File: src/rtl/counter_issue_ctrl_pkg.sv
// Shared types for the counter issue controller: FSM states, count width, table entry.
// No logic; no latency.
// No flow control.
package counter_issue_ctrl_pkg;

    localparam int CNT_W    = 5;
    // Entry select field is sized for up to 16 PEs; narrower arrays zero-extend.
    localparam int PE_SEL_W = 4;

    typedef enum logic [2:0] {
        ST_IDLE,
        ST_ISSUE,
        ST_ARM,
        ST_WAIT,
        ST_DONE
    } state_t;

    typedef struct packed {
        logic [PE_SEL_W-1:0] pe_sel;
        logic [CNT_W-1:0]    count;
    } entry_t;

endpackage

File: src/rtl/counter_issue_ctrl_table.sv
// Schedule table: DEPTH entries, one synchronous write port, one async read port.
// Write visible the cycle after the strobe; read is combinational.
// No flow control; writes are accepted whenever the strobe is high.
module counter_issue_ctrl_table
    import counter_issue_ctrl_pkg::*;
#(
    parameter int DEPTH = 8,
    parameter int AW    = 3
)(
    input  logic          Clk,
    input  logic          Reset,
    input  logic          wr_en,
    input  logic [AW-1:0] wr_addr,
    input  entry_t        wr_dat,
    input  logic [AW-1:0] rd_addr,
    output entry_t        rd_dat
);

    entry_t mem [DEPTH];

    always_ff @(posedge Clk) begin
        if (Reset) begin
            for (int i = 0; i < DEPTH; i++) begin
                mem[i] <= '0;
            end
        end else if (wr_en) begin
            mem[wr_addr] <= wr_dat;
        end
    end

    assign rd_dat = mem[rd_addr];

endmodule

File: src/rtl/counter_issue_ctrl.sv
// Walks a schedule table, loading one counter_pe at a time and waiting for its expiry flag.
// Issue-to-issue is count+2 cycles; a load strobe is held while the array is stalled.
// Global stall freezes ISSUE/ARM/WAIT; a watchdog aborts a run whose target never expires.
module counter_issue_ctrl
    import counter_issue_ctrl_pkg::*;
#(
    parameter int  N_PE     = 4,
    parameter int  DEPTH    = 8,
    parameter int  WD_LIMIT = 40,
    localparam int AW       = (DEPTH > 1) ? $clog2(DEPTH) : 1,
    localparam int PSW      = (N_PE > 1) ? $clog2(N_PE) : 1
)(
    input  logic             Clk,
    input  logic             Reset,
    input  logic             Global_Stall_I,
    input  logic             Cfg_We_I,
    input  logic [AW-1:0]    Cfg_Addr_I,
    input  logic [PSW+4:0]   Cfg_Data_I,
    input  logic [AW:0]      Num_Entries_I,
    input  logic             Start_I,
    input  logic             Err_Clr_I,
    input  logic [N_PE-1:0]  Clock_Gate_En_I,
    output logic [N_PE-1:0]  Counter_En_O,
    output logic [CNT_W-1:0] Data_Out_O,
    output logic             Busy_O,
    output logic             Done_O,
    output logic             Err_O
);

    localparam logic [AW:0] DEPTH_V = (AW + 1)'(DEPTH);
    localparam logic [5:0]  WD_LIM  = 6'(WD_LIMIT);

    state_t      state;
    logic [AW:0] num_ent;
    logic [AW:0] idx;
    logic [AW:0] idx_inc;
    logic [5:0]  wd;
    logic [5:0]  wd_inc;
    logic        err;

    entry_t          cfg_entry;
    entry_t          cur;
    logic            tbl_we;
    logic [N_PE-1:0] cur_onehot;
    logic            target_flag;
    logic            cfg_err;
    logic            start_err;
    logic            wd_expire;
    logic            err_set;

    always_comb begin
        cfg_entry        = '0;
        cfg_entry.pe_sel = PE_SEL_W'(Cfg_Data_I[CNT_W +: PSW]);
        cfg_entry.count  = Cfg_Data_I[CNT_W-1:0];
    end

    // A zero count would make counter_pe wrap, so such writes are dropped and flagged.
    assign tbl_we  = Cfg_We_I && (state == ST_IDLE) && (cfg_entry.count != '0);
    assign cfg_err = Cfg_We_I && ((state != ST_IDLE) || (cfg_entry.count == '0));

    counter_issue_ctrl_table #(
        .DEPTH (DEPTH),
        .AW    (AW)
    ) u_table (
        .Clk     (Clk),
        .Reset   (Reset),
        .wr_en   (tbl_we),
        .wr_addr (Cfg_Addr_I),
        .wr_dat  (cfg_entry),
        .rd_addr (idx[AW-1:0]),
        .rd_dat  (cur)
    );

    assign cur_onehot  = N_PE'(1) << cur.pe_sel;
    assign target_flag = |(Clock_Gate_En_I & cur_onehot);
    assign idx_inc     = idx + 1'b1;
    assign wd_inc      = wd + 1'b1;

    assign start_err = (state == ST_IDLE) && Start_I && (Num_Entries_I > DEPTH_V);
    assign wd_expire = (state == ST_WAIT) && !Global_Stall_I && !target_flag && (wd_inc == WD_LIM);
    assign err_set   = cfg_err || start_err || wd_expire;

    always_ff @(posedge Clk) begin
        if (Reset) begin
            state   <= ST_IDLE;
            num_ent <= '0;
            idx     <= '0;
            wd      <= '0;
            err     <= 1'b0;
        end else begin
            if (err_set) begin
                err <= 1'b1;
            end else if (Err_Clr_I) begin
                err <= 1'b0;
            end

            case (state)
                ST_IDLE: begin
                    if (Start_I) begin
                        if (Num_Entries_I == '0) begin
                            state <= ST_DONE;
                        end else if (Num_Entries_I <= DEPTH_V) begin
                            num_ent <= Num_Entries_I;
                            idx     <= '0;
                            state   <= ST_ISSUE;
                        end
                    end
                end
                ST_ISSUE: begin
                    if (!Global_Stall_I) begin
                        state <= ST_ARM;
                    end
                end
                // The target still shows its stale flag this cycle, so it is not looked at.
                ST_ARM: begin
                    if (!Global_Stall_I) begin
                        wd    <= '0;
                        state <= ST_WAIT;
                    end
                end
                ST_WAIT: begin
                    if (!Global_Stall_I) begin
                        if (target_flag) begin
                            idx   <= idx_inc;
                            state <= (idx_inc == num_ent) ? ST_DONE : ST_ISSUE;
                        end else begin
                            wd <= wd_inc;
                            if (wd_expire) begin
                                state <= ST_IDLE;
                            end
                        end
                    end
                end
                ST_DONE: begin
                    state <= ST_IDLE;
                end
                default: begin
                    state <= ST_IDLE;
                end
            endcase
        end
    end

    assign Counter_En_O = (state == ST_ISSUE) ? cur_onehot : '0;
    assign Data_Out_O   = (state == ST_ISSUE) ? cur.count : '0;
    assign Busy_O       = (state != ST_IDLE);
    assign Done_O       = (state == ST_DONE);
    assign Err_O        = err;

endmodule

File: config.mk
export PLATFORM = sky130hd
export DESIGN_NAME = counter_issue_ctrl
export DESIGN_NICKNAME = d
export VERILOG_FILES = /design/src/rtl/counter_issue_ctrl_pkg.sv /design/src/rtl/counter_issue_ctrl_table.sv /design/src/rtl/counter_issue_ctrl.sv
export SDC_FILE = /design/constraint.sdc
export NUM_CORES = 1
export LEC_CHECK = 0
export ABC_AREA = 1
export CAP_MARGIN = 20
export CORE_AREA = 2 2 103 105
export DETAILED_ROUTE_END_ITERATION = 10
export DIE_AREA = 0 0 105 107
export PLACE_DENSITY = 0.68
export SLEW_MARGIN = 40
export SYNTH_ARGS = -nofsm -noshare
export SYNTH_HDL_FRONTEND = slang
export SYNTH_HIERARCHICAL = 1
export SYNTH_SLANG_ARGS = --single-unit
File: constraint.sdc
create_clock -name Clk -period 2.64 [get_ports Clk]
set_input_delay 0.528 -clock Clk [delete_from_list [all_inputs] [get_ports Clk]]
set_output_delay 0.528 -clock Clk [all_outputs]
set_load 0.01 [all_outputs]
# Yosys cells after proc, flatten, opt, wreduce, memory -nomap -nowiden
# Memories as Yosys holds them, arrays and structs flattened. A register that Yosys moved wholly into a read port is not among the register bits.
# Cells that the tools add are included.
[word_totals]
register_bits = 18
ram_bits = 56
inputBits = 24
out_inout_bits = 12
elab_cells = 90
mem_count = 1
[classes]
add_sub_neg = 2
magnitude_cmp = 2
n_eq_ne = 16
shift = 1
n_mux = 34
n_bitwise = 2
n_reduce_logical = 27
[mem_list]
columns = ["memory", "depth", "word_bits", "read_ports", "rd_ports_with_merged_regs", "write_ports", "line", "text"]
rows = [
  ["u_table.mem", 8, 7, 1, 1, 8, "counter_issue_ctrl_table.sv:19", "entry_t mem [DEPTH];"],
]
[op_table]
columns = ["cell", "n"]
rows = [
  ["two-way mux 3 bit", 12],
  ["two-way mux 4 bit", 6],
  ["two-way mux 6 bit", 3],
  ["!= test 2 bit, second input constant", 7],
  ["case mux 3 bit (4 select lines)", 1],
  ["case mux 6 bit (2 select lines)", 1],
  ["AND reduction 6 bit", 2],
  ["logical AND 1 bit", 8],
  ["two-way mux 1 bit", 8],
  ["case mux 4 bit (2 select lines)", 1],
  ["AND reduction 4 bit", 2],
  ["two-way mux 7 bit", 1],
  ["OR reduction 7 bit", 1],
  ["adder 6 x 1 -> 6 bit, second input constant", 1],
  ["equality test 3 x 2 -> 1 bit, second input constant", 2],
  ["equality test 6 bit, second input constant", 1],
  ["nonzero test 2 bit", 3],
  ["zero test 5 bit", 1],
  ["two-way mux 5 bit", 1],
  ["nonzero test 5 bit", 1],
  ["adder 4 x 1 -> 4 bit, second input constant", 1],
  ["bitwise AND 4 bit", 1],
  ["equality test 4 bit", 1],
  ["> comparator 4 bit, second input constant", 1],
  ["14 further kinds", 17],
]

# Longest topological paths before layout
[depth]
depth_word = 10
depth_mapped = 19
ltp_nobuf = 17

# By module
# The synthesis kept the hierarchy.
[modules_own_cells]
columns = ["module", "n_inst", "cells_per_inst", "area_each_um2", "seq_area_each_um2"]
rows = [
  ["counter_issue_ctrl_table", 1, 420, 3646.0, 2162.1],
  ["counter_issue_ctrl", 1, 215, 1272.5, 360.3],
]

# Worst setup path after synthesis
# OpenSTA, ideal clock, no wires.
[synth_path]
path_type = "flip-flop to flip-flop"
start = "reg idx[0]"
end = "reg idx[1]"
setup_ps = 70
arrival_ps = 2030
t_required_ps = 2570
slack_ps = 540
path_stages_with_launch = 16
n_path_buf = 2
period_less_slack_ps = 2100
cell_sequence = "dfxtp_1 > buf_4 > buf_2 > nand2_1 > nand3_1 > nand2_1 > nand2_1 > nand2_1 > nor2_1 > nand3_1 > nand2_1 > nor2_1 > nor2_1 > and2_1 > nand2_1 > a21oi_1"
[synth_between]
elab_chain_len = 4
[synth_rtl]
columns = ["element", "line", "text"]
rows = [
  ["start: declaration", "counter_issue_ctrl.sv:35", "logic [AW:0] idx;"],
  ["start signal: assignment", "counter_issue_ctrl.sv:124", "idx <= idx_inc;"],
  ["adder 4 x 1 -> 4 bit", "counter_issue_ctrl.sv:76", "assign idx_inc = idx + 1'b1;"],
  ["two-way mux 4 bit", "counter_issue_ctrl.sv:123", "if (target_flag) begin"],
  ["two-way mux 4 bit", "counter_issue_ctrl.sv:122", "if (!Global_Stall_I) begin"],
  ["case mux 4 bit (2 select lines)", "counter_issue_ctrl.sv:97", "case (state)"],
]
# No other way between the ends. The select of a mux whose other input is x is not followed.
# A chain may end at the register's enable or synchronous reset.

==> results by group <==
Clock tree
  – Hold buffer count at CTS: 0
  – Post-CTS setup buffer count: 0
  – Clk sinks: 90
  – CTS resizes: 16
  – CTS root buf: clkbuf_8
  – H-tree depth: 3
  – Clock Path Buffers: 2
  – Clk_lat worst skew: 0.36 ns
  – CTS tree: yes
  – Reg clk slew, reported paths: 0.09 ns
  – Num CTS Buffers: 9

Global route
  – Largest net degree at the start of global routing: 28
  – Initial antenna violation count: 0
  – First-pass GRT wire length: 18.7 mm
  – Remaining global-route overflow: 0
  – GR Util All Layers: 0.216
  – Vias in the first global route: 3813

Place
  – Global placer's final weighted congestion: 0.854
  – Final HPWL DP: 8.41 mm
  – PortBufs: 35
  – Dpl ws: 0.136 ns

Synthesis
  – Syn Std Cell Area: 4920 um^2
  – Cells after Synth: 635
  – Register area share after synthesis: 0.513
  – Top cells by area, synth: edfxtp_1 (44%), nand2_1 (14%), inv_1 (9.1%), nor2_1 (8.3%), dfxtp_1 (7.3%)
  – Synth Area in XOR/XNOR: 0.00356
  – Area leader, netlist: edfxtp_1
  – Multiplexer area fraction after synthesis: 0
  – Post-synthesis average cell area: 7.75 um^2
  – Share of the synthesized area in the top cell type: 0.440
  – Synth Area in Compound Gates: 0.0254
  – Largest family of logic cells by synthesized area: simple AND/OR/NAND/NOR gates
  – Yosys warns: 6
  – Synth cell types: 32
  – Post-Synth Simple-Gate Area: 0.335
  – FF+latch count, synth: 90
  – Synth Area in Adders: 0.00763

Final layout
  – Diode count: 0
  – Fill cells: 988
  – Leading cell type in the layout, fill and taps excluded: nand2_1
  – Nets: 714
  – Commonest cells after routing, fill and taps aside: nand2_1 (185), inv_1 (119), nor2_1 (106)
  – Synth-to-Final Area Change: 16.5%
  – Finished Core Util: 0.568
  – Register area: 2530 um^2
  – Multi-input combinational cell area: 1850 um^2
  – Ratio of cells with drive above 1 in the final layout: 0.0925

Worst setup path
  – Worst setup EP type: output pin
  – Critical path fanouts, max: 16
  – Worst EP arrival: 1.99 ns
  – Worst setup SP type: flop
  – Required @ worst endpoint: 2.11 ns
  – WS Path Type: flop to output pin

STA
  – Setup Skew: 0.00961 ns
  – Setup violators final: 0
  – RSZ-0062 raised after global routing: false
  – Setup_tns: 0 ns
  – Minimum clock period: 2.52 ns
  – Smallest setup slack after layout: 0.123 ns
  – Period Utilization, post-route: 0.954
  – Slew Limit Fails: 0
  – Hold Fails Final Rpt: 0
  – Fmax achieved: 0.397 GHz

Power
  – Leakage: 2.79 nW
  – VDD IR max: 0.309 mV
  – Pwr/cell area: 567 nW/um^2

Detailed routing
  – Wire per inst: 13.8 um
  – M1 wire length: 5.16 mm
  – Antenna viol nets, final: 0
  – Routed via count: 4049
  – First DRT Iteration DRCs: 291
  – Top Layer Used: met4
  – Detail Route met3 WL: 682 um
  – Drt drc: 0
  – Met2 wire len: 5.36 mm
  – Drt via density: 4.89
  – Final wirelength: 11.4 mm
  – Pre-antenna DRT Iters: 5

Die
  – DIE AREA: 11200 um^2
  – Core area: 10100 um^2
  – Initial Utilization: 0.487
  – DIE HEIGHT: 107 um
  – FP Rows: 37
  – Die Width: 105 um
  – # IOs: 36

Status
  – Status: finished, final reports clean

Hold path
  – Worst Hold Class: flop to flop

Flow run
  – Maxcap violations: 0
[state kept, by name (all words and copies together) (netlist names)]
name         count
u_table/mem     72
wd               6
idx              4
num_ent          4
state            3
Err_O            1
[worst max-delay path: stages, from the launching register on]
cell           delay, ns
dfxtp_4             0.39
buf_4               0.16
buf_4               0.19
nand2_1             0.09
nand3_1             0.09
nand2_1             0.11
nand2_1             0.06
nand2_1             0.06
inv_1               0.03
nor2_1              0.15
dlygate4sd2_1       0.30
[synth_stat cells]
| cell | number |
|---|---|
| nand2_1 | 186 |
| inv_1 | 119 |
| nor2_1 | 109 |
| edfxtp_1 | 72 |
| nand3_1 | 52 |
| dfxtp_1 | 18 |
| a21oi_1 | 15 |
| nand2_4 | 11 |
| nand4_1 | 7 |
| o21ai_0 | 7 |
| buf_2 | 6 |
| buf_6 | 5 |
| ha_1 | 3 |
| inv_2 | 2 |
| nand2_2 | 2 |
| nand3_2 | 2 |
| nor2_2 | 2 |
| nor2_4 | 2 |
| nor3_1 | 2 |
| a31oi_1 | 1 |
| a41oi_1 | 1 |
| and2_1 | 1 |
| buf_4 | 1 |
| clkbuf_1 | 1 |
| clkinv_1 | 1 |
| clkinv_2 | 1 |
| conb_1 | 1 |
| inv_4 | 1 |
| nor3_2 | 1 |
| nor3_4 | 1 |
| xnor2_1 | 1 |
| xor2_1 | 1 |
[per-layer routing]
| layer | GRT usage | vias up |
|---|---|---|
| met4 | 0.0724 | 0 |
| met3 | 0.0340 | 16 |
| met1 | 0.291 | 1853 |
| li1 | - | 2053 |
| met5 | 0 | - |
| met2 | 0.359 | 127 |
[power breakdown]
group          switching (mW)  internal (mW)  total (mW)  leakage (nW)
combinational           0.413          0.228       0.641          1.80
sequential             0.0488           1.62        1.67         0.892
clock                   0.496          0.439       0.935        0.0925
[area by class of cell]
type                            count  share of cell area
Tap cell                          136              0.0297
Inverter                          124              0.0832
Clock buffer                       10              0.0223
Clock inverter                      6              0.0118
Multi-Input combinational cell    409               0.323
Sequential cell                    90               0.441
Timing Repair Buffer               53              0.0891
[through the flow]
stage	cell area [um^2]	power [mW]	hold slack, ns	instances
floorplan	4920	2.11	0.444	636
global placement	5510	2.34	0.465	812
detailed placement	5510	2.34	0.473	812
CTS	5710	3.25	0.488	828
global route	5730	3.40	0.508	828
finish	5730	3.25	0.486	828
[path summary, 6_finish.rpt]
| check | slack, ns | to | start | cells after the start |
|---|---|---|---|---|
| setup reg to reg | 0.44 | u_table/mem[7][2] | state[0] | 9 |
| setup / recovery | 0.12 | Data_Out_O[0] | idx[0] | 10 |
| hold / removal | 0.49 | num_ent[2] | num_ent[2] | 2 |
| hold reg to reg | 0.49 | num_ent[2] | num_ent[2] | 2 |
[kinds of logic (layout without fill, tap and decap cells)]
kind of cell,after synthesis,in the layout
AO/OA/AOI/OAI,24,24
flip-flops,90,90
adder cells (fa/ha/maj),3,3
buffers and inverters,137,193
AND/OR/NAND/NOR,378,378
XOR/XNOR,2,2
other,1,2
(Power assumes the default switching activity.)
